==> config.mk <==
export PLATFORM = sky130hd
export DESIGN_NAME = cpu_ctrl_fsm_flat
export DESIGN_NICKNAME = d
export VERILOG_FILES = /design/src/rtl/cpu_ctrl_fsm_pkg.sv /design/src/rtl/cpu_ctrl_fsm_if.sv /design/src/rtl/cpu_ctrl_fsm_op_class_decode.sv /design/src/rtl/cpu_ctrl_fsm.sv /design/src/flat_wrapper.sv
export SDC_FILE = /design/constraint.sdc
export NUM_CORES = 1
export LEC_CHECK = 0
export CAP_MARGIN = 20
export CORE_MARGIN = 4
export CORE_UTILIZATION = 35
export CTS_CLUSTER_SIZE = 20
export DETAILED_ROUTE_END_ITERATION = 10
export GPL_TIMING_DRIVEN = 0
export HOLD_SLACK_MARGIN = 0.03
export PLACE_DENSITY = 0.78
export SYNTH_ARGS = -nofsm -noshare
export SYNTH_HDL_FRONTEND = slang
export SYNTH_SLANG_ARGS = --single-unit
==> constraint.sdc <==
create_clock -name clk -period 1.3 [get_ports clk]
set_input_delay 0.195 -clock clk [delete_from_list [all_inputs] [get_ports clk]]
set_output_delay 0.195 -clock clk [all_outputs]
set_load 0.01 [all_outputs]
==> src/rtl/cpu_ctrl_fsm_pkg.sv <==
// Shared definitions for the 19-bit CPU control unit: opcodes, FSM states,
// PC / write-back source encodings and the opcode class record.
package cpu19_pkg;

    localparam int unsigned OP_ADD  = 0;
    localparam int unsigned OP_SUB  = 1;
    localparam int unsigned OP_AND  = 2;
    localparam int unsigned OP_OR   = 3;
    localparam int unsigned OP_XOR  = 4;
    localparam int unsigned OP_SHL  = 5;
    localparam int unsigned OP_SHR  = 6;
    localparam int unsigned OP_SRA  = 7;
    localparam int unsigned OP_MOV  = 8;
    localparam int unsigned OP_CMP  = 9;
    localparam int unsigned OP_LD   = 10;
    localparam int unsigned OP_ST   = 11;
    localparam int unsigned OP_BEQ  = 12;
    localparam int unsigned OP_BNE  = 13;
    localparam int unsigned OP_JMP  = 14;
    localparam int unsigned OP_CALL = 15;
    localparam int unsigned OP_HALT = 16;

    localparam int unsigned OP_ALU_LAST = OP_CMP;

    localparam logic [3:0] ALU_SUB = 4'd1;

    typedef enum logic [3:0] {
        IDLE, FETCH, DECODE, EXEC, BR, MEM, WB, HALT, TRAP
    } state_t;

    typedef enum logic [1:0] {
        PC_INC = 2'd0,
        PC_REL = 2'd1,
        PC_ABS = 2'd2
    } pc_sel_t;

    typedef enum logic [1:0] {
        WS_ALU  = 2'd0,
        WS_MEM  = 2'd1,
        WS_LINK = 2'd2
    } rf_wsel_t;

    typedef struct packed {
        logic is_alu;
        logic is_ld;
        logic is_st;
        logic is_br;
        logic is_jmp;
        logic is_call;
        logic is_halt;
        logic is_ill;
    } op_class_t;

    // BNE inverts the sense of the ALU zero flag
    function automatic logic branch_taken(input logic zero, input logic is_bne);
        return zero ^ is_bne;
    endfunction

endpackage

==> src/rtl/cpu_ctrl_fsm_if.sv <==
// Control bus between cpu_ctrl_fsm (master) and the memories/datapath (slave).
interface cpu_ctrl_fsm_if #(
    parameter int unsigned OPC_W = 5
);
    logic             start;
    logic [OPC_W-1:0] opcode;
    logic             imem_req;
    logic             imem_rdy;
    logic             load_IR;
    logic             pc_inc;
    logic             pc_load;
    logic [1:0]       pc_sel;
    logic [3:0]       alu_op;
    logic             alu_zero;
    logic             rf_we;
    logic [1:0]       rf_wsel;
    logic             dmem_req;
    logic             dmem_we;
    logic             dmem_rdy;
    logic             busy;
    logic             halted;
    logic             illegal;

    modport master (
        input  start, opcode, imem_rdy, alu_zero, dmem_rdy,
        output imem_req, load_IR, pc_inc, pc_load, pc_sel, alu_op,
               rf_we, rf_wsel, dmem_req, dmem_we, busy, halted, illegal
    );

    modport slave (
        output start, opcode, imem_rdy, alu_zero, dmem_rdy,
        input  imem_req, load_IR, pc_inc, pc_load, pc_sel, alu_op,
               rf_we, rf_wsel, dmem_req, dmem_we, busy, halted, illegal
    );
endinterface

==> src/rtl/cpu_ctrl_fsm_op_class_decode.sv <==
// Combinational opcode classifier; exactly one class bit is set per opcode.
module op_class_decode
    import cpu19_pkg::*;
#(
    parameter int unsigned OPC_W    = 5,
    parameter int unsigned HALT_OPC = 16
) (
    input  logic [OPC_W-1:0] opcode,
    output op_class_t        cls
);
    logic [31:0] op_val;

    assign op_val = 32'(opcode);

    // HALT_OPC is checked first so a relocated halt code overrides the fixed map
    always_comb begin
        cls = '0;
        if (op_val == HALT_OPC)                         cls.is_halt = 1'b1;
        else if (op_val <= OP_ALU_LAST)                 cls.is_alu  = 1'b1;
        else if (op_val == OP_LD)                       cls.is_ld   = 1'b1;
        else if (op_val == OP_ST)                       cls.is_st   = 1'b1;
        else if (op_val == OP_BEQ || op_val == OP_BNE)  cls.is_br   = 1'b1;
        else if (op_val == OP_JMP)                      cls.is_jmp  = 1'b1;
        else if (op_val == OP_CALL)                     cls.is_call = 1'b1;
        else                                            cls.is_ill  = 1'b1;
    end
endmodule

==> src/rtl/cpu_ctrl_fsm.sv <==
// Multi-cycle control FSM for the 19-bit CPU (fetch/decode/exec/mem/wb).
// Optional perf counters cycle_cnt/instr_cnt are enabled by CTRL_PERF_CNT_EN.
module cpu_ctrl_fsm
    import cpu19_pkg::*;
#(
    parameter int unsigned OPC_W    = 5,
    parameter int unsigned HALT_OPC = 16
`ifdef CTRL_PERF_CNT_EN
    ,
    parameter int unsigned CNT_W    = 32
`endif
) (
    input  logic             clk,
    input  logic             rst,
    cpu_ctrl_fsm_if.master   bus
`ifdef CTRL_PERF_CNT_EN
    ,
    output logic [CNT_W-1:0] cycle_cnt,
    output logic [CNT_W-1:0] instr_cnt
`endif
);
    state_t    state, state_next;
    op_class_t cls;
    logic      is_bne;

    logic       imem_req, ld_ir, pc_inc, pc_load;
    logic [1:0] pc_sel;
    logic [3:0] alu_op;
    logic       rf_we;
    logic [1:0] rf_wsel;
    logic       dmem_req, dmem_we;
    logic       busy, halted, illegal;

    op_class_decode #(
        .OPC_W    (OPC_W),
        .HALT_OPC (HALT_OPC)
    ) u_dec (
        .opcode (bus.opcode),
        .cls    (cls)
    );

    assign is_bne = (32'(bus.opcode) == OP_BNE);

    always_ff @(posedge clk or posedge rst) begin
        if (rst) state <= IDLE;
        else     state <= state_next;
    end

    always_comb begin
        state_next = state;
        imem_req   = 1'b0;
        ld_ir      = 1'b0;
        pc_inc     = 1'b0;
        pc_load    = 1'b0;
        pc_sel     = PC_INC;
        alu_op     = '0;
        rf_we      = 1'b0;
        rf_wsel    = WS_ALU;
        dmem_req   = 1'b0;
        dmem_we    = 1'b0;
        busy       = (state != IDLE) && (state != HALT) && (state != TRAP);
        halted     = 1'b0;
        illegal    = 1'b0;

        case (state)
            IDLE: begin
                if (bus.start) state_next = FETCH;
            end
            FETCH: begin
                imem_req = 1'b1;
                if (bus.imem_rdy) begin
                    ld_ir      = 1'b1;
                    pc_inc     = 1'b1;
                    state_next = DECODE;
                end
            end
            DECODE: begin
                if (cls.is_ill) begin
                    state_next = TRAP;
                end else if (cls.is_halt) begin
                    state_next = HALT;
                end else if (cls.is_alu || cls.is_br) begin
                    state_next = EXEC;
                end else if (cls.is_ld || cls.is_st) begin
                    state_next = MEM;
                end else if (cls.is_jmp) begin
                    pc_load    = 1'b1;
                    pc_sel     = PC_ABS;
                    state_next = FETCH;
                end else if (cls.is_call) begin
                    pc_load    = 1'b1;
                    pc_sel     = PC_ABS;
                    rf_we      = 1'b1;
                    rf_wsel    = WS_LINK;
                    state_next = FETCH;
                end
            end
            EXEC: begin
                if (cls.is_br) begin
                    alu_op     = ALU_SUB;
                    state_next = BR;
                end else begin
                    alu_op     = bus.opcode[3:0];
                    state_next = WB;
                end
            end
            BR: begin
                if (branch_taken(bus.alu_zero, is_bne)) begin
                    pc_load = 1'b1;
                    pc_sel  = PC_REL;
                end
                state_next = FETCH;
            end
            MEM: begin
                dmem_req = 1'b1;
                dmem_we  = cls.is_st;
                if (bus.dmem_rdy) state_next = cls.is_st ? FETCH : WB;
            end
            WB: begin
                rf_we      = 1'b1;
                rf_wsel    = cls.is_ld ? WS_MEM : WS_ALU;
                state_next = FETCH;
            end
            HALT: halted  = 1'b1;
            TRAP: illegal = 1'b1;
            default: state_next = IDLE;
        endcase
    end

    assign bus.imem_req = imem_req;
    assign bus.load_IR  = ld_ir;
    assign bus.pc_inc   = pc_inc;
    assign bus.pc_load  = pc_load;
    assign bus.pc_sel   = pc_sel;
    assign bus.alu_op   = alu_op;
    assign bus.rf_we    = rf_we;
    assign bus.rf_wsel  = rf_wsel;
    assign bus.dmem_req = dmem_req;
    assign bus.dmem_we  = dmem_we;
    assign bus.busy     = busy;
    assign bus.halted   = halted;
    assign bus.illegal  = illegal;

`ifdef CTRL_PERF_CNT_EN
    always_ff @(posedge clk or posedge rst) begin
        if (rst) begin
            cycle_cnt <= '0;
            instr_cnt <= '0;
        end else begin
            if (busy && (cycle_cnt != '1))
                cycle_cnt <= cycle_cnt + 1'b1;
            if ((state == DECODE) && (instr_cnt != '1))
                instr_cnt <= instr_cnt + 1'b1;
        end
    end
`endif

endmodule
==> src/flat_wrapper.sv <==
// flat-port wrapper written by rule: the top's interface ports become plain ports
module cpu_ctrl_fsm_flat import cpu19_pkg::*;
#(
    parameter int unsigned OPC_W    = 5,
    parameter int unsigned HALT_OPC = 16

)
  (clk, rst, bus_start, bus_opcode, bus_imem_rdy, bus_alu_zero, bus_dmem_rdy, bus_imem_req, bus_load_IR, bus_pc_inc, bus_pc_load, bus_pc_sel, bus_alu_op, bus_rf_we, bus_rf_wsel, bus_dmem_req, bus_dmem_we, bus_busy, bus_halted, bus_illegal);
  cpu_ctrl_fsm_if #(.OPC_W(OPC_W)) bus_i ();
  input  logic clk;
  input  logic rst;
  input wire logic [$bits(bus_i.start)-1:0] bus_start;
  input wire logic [$bits(bus_i.opcode)-1:0] bus_opcode;
  input wire logic [$bits(bus_i.imem_rdy)-1:0] bus_imem_rdy;
  input wire logic [$bits(bus_i.alu_zero)-1:0] bus_alu_zero;
  input wire logic [$bits(bus_i.dmem_rdy)-1:0] bus_dmem_rdy;
  output wire logic [$bits(bus_i.imem_req)-1:0] bus_imem_req;
  output wire logic [$bits(bus_i.load_IR)-1:0] bus_load_IR;
  output wire logic [$bits(bus_i.pc_inc)-1:0] bus_pc_inc;
  output wire logic [$bits(bus_i.pc_load)-1:0] bus_pc_load;
  output wire logic [$bits(bus_i.pc_sel)-1:0] bus_pc_sel;
  output wire logic [$bits(bus_i.alu_op)-1:0] bus_alu_op;
  output wire logic [$bits(bus_i.rf_we)-1:0] bus_rf_we;
  output wire logic [$bits(bus_i.rf_wsel)-1:0] bus_rf_wsel;
  output wire logic [$bits(bus_i.dmem_req)-1:0] bus_dmem_req;
  output wire logic [$bits(bus_i.dmem_we)-1:0] bus_dmem_we;
  output wire logic [$bits(bus_i.busy)-1:0] bus_busy;
  output wire logic [$bits(bus_i.halted)-1:0] bus_halted;
  output wire logic [$bits(bus_i.illegal)-1:0] bus_illegal;
  assign bus_i.start = bus_start;
  assign bus_i.opcode = bus_opcode;
  assign bus_i.imem_rdy = bus_imem_rdy;
  assign bus_i.alu_zero = bus_alu_zero;
  assign bus_i.dmem_rdy = bus_dmem_rdy;
  assign bus_imem_req = bus_i.imem_req;
  assign bus_load_IR = bus_i.load_IR;
  assign bus_pc_inc = bus_i.pc_inc;
  assign bus_pc_load = bus_i.pc_load;
  assign bus_pc_sel = bus_i.pc_sel;
  assign bus_alu_op = bus_i.alu_op;
  assign bus_rf_we = bus_i.rf_we;
  assign bus_rf_wsel = bus_i.rf_wsel;
  assign bus_dmem_req = bus_i.dmem_req;
  assign bus_dmem_we = bus_i.dmem_we;
  assign bus_busy = bus_i.busy;
  assign bus_halted = bus_i.halted;
  assign bus_illegal = bus_i.illegal;
  cpu_ctrl_fsm #(.OPC_W(OPC_W), .HALT_OPC(HALT_OPC)) u_core (.clk(clk), .rst(rst), .bus(bus_i));
endmodule
# Word level (Yosys, flattened, before mapping)
# Cells that the tools add are included.
[op_classes]
mux = 70
order_cmp = 1
eq_ne = 21
n_reduce_logical = 10
n_bitwise = 2
[op_table]
columns = ["operator", "n"]
rows = [
  ["$mux 4", 12],
  ["$mux 1", 36],
  ["$eq 5x4->1 const B", 6],
  ["$pmux 4 s7", 1],
  ["$mux 2", 13],
  ["$eq 4x3->1 const B", 4],
  ["$eq 4x2->1 const B", 2],
  ["$pmux 2 s2", 2],
  ["$ne 7x1->1 const B", 1],
  ["$mux 3", 2],
  ["$mux 6", 1],
  ["$ne 2x2->1 const B", 3],
  ["$eq 5x5->1 const B", 1],
  ["$le 5x4->1 const B", 1],
  ["$mux 5", 1],
  ["$reduce_and 5->1", 1],
  ["$eq 4x1->1 const B", 1],
  ["$eq 4x4->1 const B", 1],
  ["$logic_not 4->1", 1],
  ["$ne 4x3->1 const B", 1],
  ["$ne 4x4->1 const B", 1],
  ["$pmux 1 s2", 2],
  ["$reduce_bool 4->1", 1],
  ["$reduce_or 2->1", 2],
  ["other kinds (4)", 7],
]
[totals]
input_bits = 11
output_inout_bits = 18
reg_bits = 4

# Longest topological paths before layout
# Gate-level depths: netlist of the first run.
[depth]
word_depth = 15
mapped_depth = 5

# Hierarchy
# From an unflattened synthesis of the first run, not the netlist that was laid out.
[unflattened]
cells_unflattened = 85
area_unflattened_um2 = 596.8
[modules_own_cells]
columns = ["module", "cells_per_inst", "instances", "area_each_um2"]
rows = [
  ["cpu_ctrl_fsm", 71, 1, 521.8],
  ["op_class_decode", 14, 1, 75.1],
]

# Least setup slack after synthesis of the first run
# No wires, ideal clock.
[synth_timing]
path_type = "register to output"
start = "register u_core.state[1]"
end = "output port bus_pc_inc"
n_path_buf = 3
stages_incl_launch_ff = 6
path_slack_ns = -0.309
t_required_ns = 1.105
t_arrival_ns = 1.414
path_cell_list = "dfrtp_1 clkbuf_8 clkbuf_1 nor3_1 and2_1 buf_4"
[synth_via]
elab_chain_cells = 2
[synth_rtl]
columns = ["element", "line", "source"]
rows = [
  ["start: declaration", "cpu_ctrl_fsm.sv:22", "state_t state, state_next;"],
  ["start signal: assignment", "cpu_ctrl_fsm.sv:46", "else state <= state_next;"],
  ["$eq 4x1->1", "-", ""],
  ["$mux 1", "-", ""],
  ["end: declaration", "flat_wrapper.sv:19", "output wire logic [$bits(bus_i.pc_inc)-1:0] bus_pc_inc;"],
]
# Every way passes these cells.

# Worst setup path after layout of the first run
[layout_timing]
start = "register u_core.state[2]"
end = "output port bus_rf_we"
[layout_via]
elab_chain_cells = 2
[layout_rtl]
columns = ["element", "line", "source"]
rows = [
  ["$eq 4x3->1 / $eq 4x2->1 (equally long branches)", "cpu_ctrl_fsm.sv:65", "case (state)"],
  ["$pmux 1 s2 *", "cpu_ctrl_fsm.sv:65", ""],
  ["end: declaration", "flat_wrapper.sv:23", "output wire logic [$bits(bus_i.rf_we)-1:0] bus_rf_we;"],
]
# Mark *: on every way between the ends. The rest lies on a longest branch, timed or not.

==> results of run 1 <==
[worst paths after layout]
check | startpoint | endpoint | slack (ns)
max | u_core.state[2] | bus_rf_we | -0.54
min | rst | u_core.state[0] | 0.14
max reg2reg | u_core.state[2] | u_core.state[1] | -0.23
min reg2reg | u_core.state[3] | u_core.state[1] | 0.83
max in group asynchronous | rst | u_core.state[3] | 0.98
min in group clk | bus_opcode[0] | u_core.state[3] | 0.41
[synth_stat cells (2+ instances only)]
cell / n
a21oi_1: 5
and2_1: 5
nor2_1: 5
dfrtp_1: 4
nand2b_1: 4
nor3_1: 4
and3_1: 3
nor4_1: 3
buf_2: 2
inv_1: 2
nand2_1: 2
nor2b_1: 2
o21ai_1: 2
[what timing repair did]
item,in CTS,in global routing
setup buffers,22,9
setup endpoints to repair,22,22
pin swaps,18,11
hold buffers,0,0
resized for setup,116,21
[per-stage QoR]
step / worst slack [ns] / instances / total power (W)
after global routing: -0.561 / 147 / 0.00266
final: -0.539 / 147 / 0.00256
after detailed placement: -1.13 / 115 / 0.00141
after floorplan: -0.161 / 71 / 0.00103
after CTS: -0.485 / 141 / 0.00223
after global placement: -1.07 / 115 / 0.00140
[power by group through the flow]
stage	Combinational, W	Clock [W]	Sequential (W)
floorplan	0.000780	0	0.000245
global placement	0.00114	0	0.000260
detailed placement	0.00115	0	0.000259
CTS	0.00180	0.000190	0.000240
global route	0.00220	0.000209	0.000254
finish	0.00210	0.000206	0.000255
[cells by family after synthesis]
group | share of synthesized area, %
XOR/XNOR | 1.51
flip-flops | 17.3
AO/OA/AOI/OAI | 23.3
AND/OR/NAND/NOR | 48.6
buffers and inverters | 9.29
[placed cells by master (no fill, tap or decap), drive strengths merged, types with 2 or more instances in the layout]
cell	instances
and2	5
nor2b	2
o21ai	2
buf	50
clkdlybuf4s50	5
and3	4
and4bb	2
nand2b	4
nor3	4
clkbuf	7
nand2	2
nor2	5
a31o	2
a21oi	5
inv	2
o22ai	2
nor4	3
clkdlybuf4s15	2
dfrtp	4
[routing by layer]
metal / part of all wire (%) / track usage [%] / vias to the layer above / wire (um)
met5: 0 / 0 / - / 0
met4: 4.3 / 13.5 / 0 / 140
met3: 9.6 / 5.83 / 15 / 310
met2: 49 / 36.5 / 75 / 1580
met1: 37 / 28.9 / 437 / 1210
li1: - / - / 397 / -
[cell type report]
| class | count | area (um2) | area share (%) |
|---|---|---|---|
| Multi-Input combinational cell | 59 | 582 | 44.2 |
| Buffer | 6 | 80.1 | 6.08 |
| Tap cell | 16 | 20.0 | 1.52 |
| Sequential cell | 4 | 104 | 7.89 |
| Timing Repair Buffer | 56 | 497 | 37.7 |
| Inverter | 2 | 7.51 | 0.570 |
| Clock buffer | 4 | 26.3 | 2.00 |
==> results.tsv, run 1 <==
metric	value	unit
num_vias	924	
yosysWarnings	0	
wl_per_cell	22.0	um
initial_core_util	37.6	%
dr.pass1.iters	4	
critPathMaxFanout	3	
htreeDepth	1	
grt.overflow.total	0	
crit_slowest_cell	dfrtp_2	
grt_usage	23.4	%
skew	0.000756	ns
rsz0062_at_grt	yes	
routed_wl	3.24	mm
status	finished with violations	
pin_count	29	
gp_congestion	0.797	
largest_register_ffs	4	
synth_edf_count	0	
p_seq_share	10.0	%
critPathCaptureType	output port	
synth_area_per_cell	8.16	um2
crit_chain	nor4b_4 -> and3_4 -> and2_4 -> o21bai_4 -> buf_6	
die_area	0.00237	mm2
grt_max_degree	11	
hp-class	in -> async	
slew_headroom	79.7	%
synth_top_area_cell	dfrtp_1	
hpwl	1.32	mm
setup-tns-final	-8.22	ns
grt_pass1_wl	4.45	mm
via_per_inst	6.29	
rows	14	
first_iter_violations	35	
clk_latency	0.26	ns
drive_gt1_share	72.5	%
whs	0.143	ns
core_region_area	0.00154	mm2
grt_pass1_vias	869	
path_depth	5	
synth.distinct_cells	41	
synth_nets	82	
die_w	48.7	um
start_kind	flop	
fmax	0.544	GHz
drtAntennaViolNets	0	
switchingPower	0.00112	W
async_reset_ff_share	100	%
vdd_drop_max	1.41	mV
power.density	1950	mW/mm2
combPwrFrac	82.0	%
violations	negative setup slack	
cts-buffers-inserted	3	
drv_cap	0	
num-nets-final	143	
setup_viol	22	
ys_top_cells_by_area	dfrtp_1 17%, and2_1 5.4%, a21oi_1 4.3%	
maxSlewViolCount	0	
cts.sinks	4	
power_frac_clock	8.0	%
p_leak	0.601	nW
finalInstanceArea	0.00132	mm2
clockBufferDepth	2	
antenna_found_initial	0	
cts_tree	built	
diodes	0	
ys.flop_type	dfrtp_1	
root_buffer	clkbuf_4	
internal-power	0.00144	W
largest-register	u_core.state	
worst-path-buf-inv	1	
critPathTopFamily	simple AND/OR/NAND/NOR gates	
portBuffers	28	
tightestPinTransition	0.302	ns
syn_area	579	um2
synthCells	71	
crit_type	reg -> out	
fillCellCount	84	
reg2reg_depth	6	
fin_util	85.4	%
worstPathArrival	1.64	ns
place_area	931	um2
hold_violations	0	
yosysSeqAreaShare	17.3	%
netlist.area_leader.share	17.3	%
die_y	48.7	um
drc	0	
max_stage_delay	0.43	ns
syn_to_final_growth	127	%
required	1.11	ns
finalCriticalPeriod	1.84	ns
finalCritPeriodShare	141	%
cts.clk_slew.worst_paths	0.05	ns
reg_top3	u_core.state x4	
p_sw_share	43.8	%
ys_ff_latch	4	
final.setup.worst_slack	-0.539	ns
(Power assumes the default switching activity.)
==> run 2, diff against run 1 <==
--- a/config.mk
+++ b/config.mk
@@ -13,6 +13,7 @@
 export GPL_TIMING_DRIVEN = 0
 export HOLD_SLACK_MARGIN = 0.03
 export PLACE_DENSITY = 0.78
+export RECOVER_POWER = 50
 export SYNTH_ARGS = -nofsm -noshare
 export SYNTH_HDL_FRONTEND = slang
 export SYNTH_SLANG_ARGS = --single-unit
==> run 2 against run 1 <==
Against the previous run: the run still ends with negative setup slack left; routed wire length stayed put; register-to-register slack barely moved; non-clock buffer count did not move; maximum frequency about the same; clock-buffer cell count unchanged; sequential power about the same; via count unchanged.
==> results.tsv, run 2 (same netlist as run 1, synthesis figures left out) <==
metric	value	unit	change
cts-buffers-inserted	3		unchanged
num_vias	924		unchanged
diodes	0		unchanged
grt.overflow.total	0		unchanged
required	1.11	ns	about the same
whs	0.278	ns	+0.135 ns
finalPower	0.00256	W	about the same
start_kind	flop		
status	finished with violations		
grt_usage	23.4	%	unchanged
first_iter_violations	35		unchanged
hpwl	1.32	mm	unchanged
violations	negative setup slack		
worstSetupStartpoint	u_core.state[2]		
hold_buffers	0		unchanged
critPathMaxFanout	3		unchanged
slew_headroom	79.7	%	unchanged
grt_pass1_wl	4.45	mm	unchanged
worstPathArrival	1.64	ns	about the same
largest_register_ffs	4		unchanged
place_area	931	um2	unchanged
largest-register	u_core.state		
skew	0.000756	ns	unchanged
r2r_slack	-0.23	ns	about the same
fin_util	85.4	%	unchanged
dr.pass1.iters	4		unchanged
rsz0062_at_grt	yes		
rr_startpoint	u_core.state[2]		
cts.sinks	4		unchanged
pin_count	29		unchanged
wl_per_cell	22.0	um	unchanged
finalCritPeriodShare	141	%	about the same
die_y	48.7	um	unchanged
portBuffers	28		unchanged
num-nets-final	143		unchanged
power.density	1950	mW/mm2	about the same
setup-tns-final	-8.22	ns	-0.0000100 ns
grt_max_degree	11		unchanged
root_buffer	clkbuf_4		
crit_end	bus_rf_we		
drc	0		unchanged
reg2reg_depth	6		unchanged
cts.clk_slew.worst_paths	0.05	ns	about the same
antenna_found_initial	0		unchanged
die_w	48.7	um	unchanged
initial_core_util	37.6	%	unchanged
vdd_drop_max	1.41	mV	-0.15%
gp_congestion	0.797		unchanged
syn_to_final_growth	127	%	unchanged
cts_tree	built		
htreeDepth	1		unchanged
rows	14		unchanged
p_leak	0.602	nW	about the same
reg_top3	u_core.state x4		
crit_type	reg -> out		
finalInstanceArea	0.00132	mm2	unchanged
hold_violations	0		unchanged
r2r_end	u_core.state[1]		
tightestPinTransition	0.302	ns	unchanged
die_area	0.00237	mm2	unchanged
clockBufferDepth	2		unchanged
maxSlewViolCount	0		unchanged
drv_cap	0		unchanged
clk_latency	0.26	ns	about the same
routed_wl	3.24	mm	unchanged
core_region_area	0.00154	mm2	unchanged
final_cell_mix	23 x buf_6, 18 x buf_4, 9 x buf_2		
via_per_inst	6.29		unchanged
drtAntennaViolNets	0		unchanged
critPathCaptureType	output port		
setup_viol	22		unchanged
finalCriticalPeriod	1.84	ns	+0.00000400 ns
mostFrequentLayoutCell	buf_6		
grt_pass1_vias	869		unchanged
drive_gt1_share	72.5	%	unchanged
hp-class	in -> async		
final.setup.worst_slack	-0.539	ns	-0.00000400 ns
fmax	0.544	GHz	about the same
run 2: cell count changes in the layout (fill, tap and decap cells not counted), sizes merged:
cell	previous run	this run
clkdlybuf4s50	5	4
dlygate4sd3	0	1
run 2: worst min path at each step:
stage / depth (start not counted) / to / slack, ns
after floorplan: 1 / u_core.state[0] / -0.04
after global placement: 2 / u_core.state[1] / 0.38
after detailed placement: 2 / u_core.state[3] / 0.41
after CTS: 2 / u_core.state[1] / 0.15
after global routing: 2 / u_core.state[0] / 0.28
final: 2 / u_core.state[0] / 0.28
run 2: through the flow:
stage	setup slack, ns	std cells
final	-0.539	147
after global routing	-0.561	147
after CTS	-0.485	141
after detailed placement	-1.13	115
after global placement	-1.07	115
after floorplan	-0.161	71
run 2: metal layers:
layer | up-vias | track usage (%) | wire [um]
met1 | 437 | 28.9 | 1210
met2 | 75 | 36.5 | 1580
met3 | 15 | 5.83 | 310
met5 | - | 0 | 0
met4 | 0 | 13.5 | 140
li1 | 397 | - | -
run 2: worst max-delay path, stage by stage, from the launching register on:
cell and delay (ns):
dfrtp_2 0.43, nor4b_4 0.32, and3_4 0.25, and2_4 0.16
o21bai_4 0.11, buf_6 0.11
run 2: power by group:
group,internal (W),switching [W]
sequential,0.000186,0.0000694
clock,0.000118,0.0000884
combinational,0.00114,0.000965
total,0.00144,0.00112
run 2: cell type report:
class / count / area [um2]
Buffer: 6 / 80.1
Inverter: 2 / 7.51
Multi-Input combinational cell: 59 / 582
Fill cell: 84 / 225
Clock buffer: 4 / 26.3
Timing Repair Buffer: 56 / 497
Sequential cell: 4 / 104
Tap cell: 16 / 20.0
run 2: repair_timing:
action	4_1_cts	5_1_grt
buffers inserted	22	9
pin swaps	18	11
gates resized for setup	116	21
endpoints found under the setup margin	22	22
==> run 3, diff against run 2 <==
--- a/config.mk
+++ b/config.mk
@@ -12,7 +12,7 @@
 export DETAILED_ROUTE_END_ITERATION = 10
 export GPL_TIMING_DRIVEN = 0
 export HOLD_SLACK_MARGIN = 0.03
-export PLACE_DENSITY = 0.78
+export PLACE_DENSITY = 0.8
 export RECOVER_POWER = 50
 export SYNTH_ARGS = -nofsm -noshare
 export SYNTH_HDL_FRONTEND = slang
==> run 3 against run 2 <==
Against the previous run: the flow still finishes with violations (negative setup slack); power increased by 17%; critical path type unchanged; clock-buffer cell count unchanged; highest routed layer unchanged; cell count is 5.4% higher; critical path depth increased by 1; maximum frequency is 2.1% lower; global-route usage rose by 0.80 points; largest cell class is now non-clock buffers.
==> results.tsv, run 3 (same netlist as run 1, synthesis figures left out) <==
metric	value	unit	change
hold_buffers	0		unchanged
multiInputGateArea	581	um2	-0.22%
reg_top3	u_core.state x4		
cts.sinks	4		unchanged
drive_gt1_share	74.1	%	+1.6 points
p_leak	0.637	nW	+5.9%
setup_viol	22		unchanged
power.density	2130	mW/mm2	+9.5%
die_area	0.00237	mm2	unchanged
num-nets-final	151		+5.6%
drtAntennaViolNets	0		unchanged
first_iter_violations	60		+71%
maxSlewViolCount	0		unchanged
antenna_found_initial	0		unchanged
seq_area	104	um2	unchanged
p_seq_share	9.0	%	-1.0 points
clockBufferDepth	2		unchanged
fillCellCount	65		-23%
grt_max_degree	10		-1
syn_to_final_growth	142	%	
core_region_area	0.00154	mm2	unchanged
grt.overflow.total	0		unchanged
required	1.11	ns	about the same
cts-buffers-inserted	3		unchanged
critPathMaxFanout	4		+1
p_sw_share	43.1	%	-0.69 points
cts_tree	built		
internal-power	0.00170	W	+18%
clk_latency	0.27	ns	about the same
root_buffer	clkbuf_4		
finalCritPeriodShare	144	%	+3.0 points
routed_wl	3.77	mm	+16%
fmax	0.532	GHz	-2.1%
num_vias	1002		+8.4%
rsz0062_at_grt	yes		
critPathCaptureType	output port		
rr_startpoint	u_core.state[2]		
wl_per_cell	24.3	um	+10%
hold_violations	0		unchanged
finalPower	0.00299	W	+17%
die_y	48.7	um	unchanged
worstPathArrival	1.68	ns	+0.04 ns
hp-class	in -> async		
crit_type	reg -> out		
htreeDepth	1		unchanged
whs	0.291	ns	+0.0135 ns
r2r_slack	-0.27	ns	-0.04 ns
fin_util	90.9	%	+5.5 points
switchingPower	0.00129	W	+15%
power_frac_clock	6.8	%	-1.2 points
hpwl	1.34	mm	+1.8%
dr.pass1.iters	4		unchanged
skew	0.0168	ns	+0.0161 ns
mostFrequentLayoutCell	buf_6		
vdd_drop_max	1.88	mV	+33%
via_per_inst	6.46		+2.8%
portBuffers	28		unchanged
tightestPinTransition	0.318	ns	+0.0165 ns
final_cell_mix	27 x buf_6, 20 x buf_4, 10 x buf_2		
largest-register	u_core.state		
worstSetupStartpoint	u_core.state[3]		
largest_register_ffs	4		unchanged
status	finished with violations		
grt_pass1_vias	900		+3.6%
gp_congestion	0.795		-0.23%
combPwrFrac	84.2	%	+2.2 points
violations	negative setup slack		
final.setup.worst_slack	-0.578	ns	-0.0394 ns
drc	0		unchanged
grt_pass1_wl	4.57	mm	+2.6%
diodes	0		unchanged
start_kind	flop		
finalCriticalPeriod	1.88	ns	+0.0394 ns
cts.clk_slew.worst_paths	0.06	ns	about the same
grt_usage	24.2	%	+0.80 points
die_w	48.7	um	unchanged
drv_cap	0		unchanged
rows	14		unchanged
slew_headroom	78.5	%	-1.1 points
pin_count	29		unchanged
initial_core_util	37.6	%	unchanged
==> run 3: power by group through the flow <==
stage          logic (W)  registers (W)  clock network, W
3_5_place_dp     0.00116       0.000266                 0
5_1_grt          0.00261       0.000271          0.000218
6_report         0.00252       0.000268          0.000205
4_1_cts          0.00180       0.000250          0.000187
2_1_floorplan   0.000780       0.000245                 0
3_3_place_gp     0.00114       0.000259                 0
==> run 3: worst paths after layout <==
check,endpoint,depth (start not counted)
setup reg to reg,u_core.state[1],6
max in group asynchronous,u_core.state[0],2
hold / removal,u_core.state[1],2
min in group clk,u_core.state[3],2
hold reg to reg,u_core.state[2],3
setup / recovery,bus_pc_load,6
==> run 3: layout make-up <==
type                       instances  share of cell area [%]
sequential                         4                    7.41
buffer                             6                    6.34
inverter                           2                   0.536
clock buffer                       4                    1.88
tap                               16                    1.43
timing repair buffer              64                    41.0
multi-input combinational         59                    41.4
==> run 3: critical path, stage by stage (launching register included) <==
cell and delay (ns):
dfrtp_2 0.46, nor4b_4 0.34, and3_4 0.25, buf_6 0.10
inv_2 0.03, o41ai_2 0.05, buf_2 0.20
==> run 3: per-layer routing <==
layer  up-vias  part of all wire (%)  global-route usage, %
met4         0                   5.3                   11.2
met2        98                    47                   41.3
met3        21                    11                   2.45
li1        409                     -                      -
met5         -                     0                      0
met1       474                    37                   30.1
==> run 3: stage by stage <==
step | cell area, um2 | TNS [ns] | setup slack (ns) | std cells
after floorplan | 631 | -0.602 | -0.161 | 71
after global placement | 931 | -13.38 | -1.07 | 115
after detailed placement | 931 | -13.94 | -1.08 | 115
after CTS | 1230 | -5.70 | -0.495 | 145
after global routing | 1400 | -9.32 | -0.628 | 155
final | 1400 | -8.30 | -0.578 | 155
==> run 3: timing repair <==
| item | in CTS | in global routing |
|---|---|---|
| pin swaps | 17 | 9 |
| endpoints found under the hold margin | 0 | 0 |
| gates resized for setup | 119 | 26 |
| buffers inserted | 26 | 13 |
| endpoints found under the setup margin | 22 | 22 |
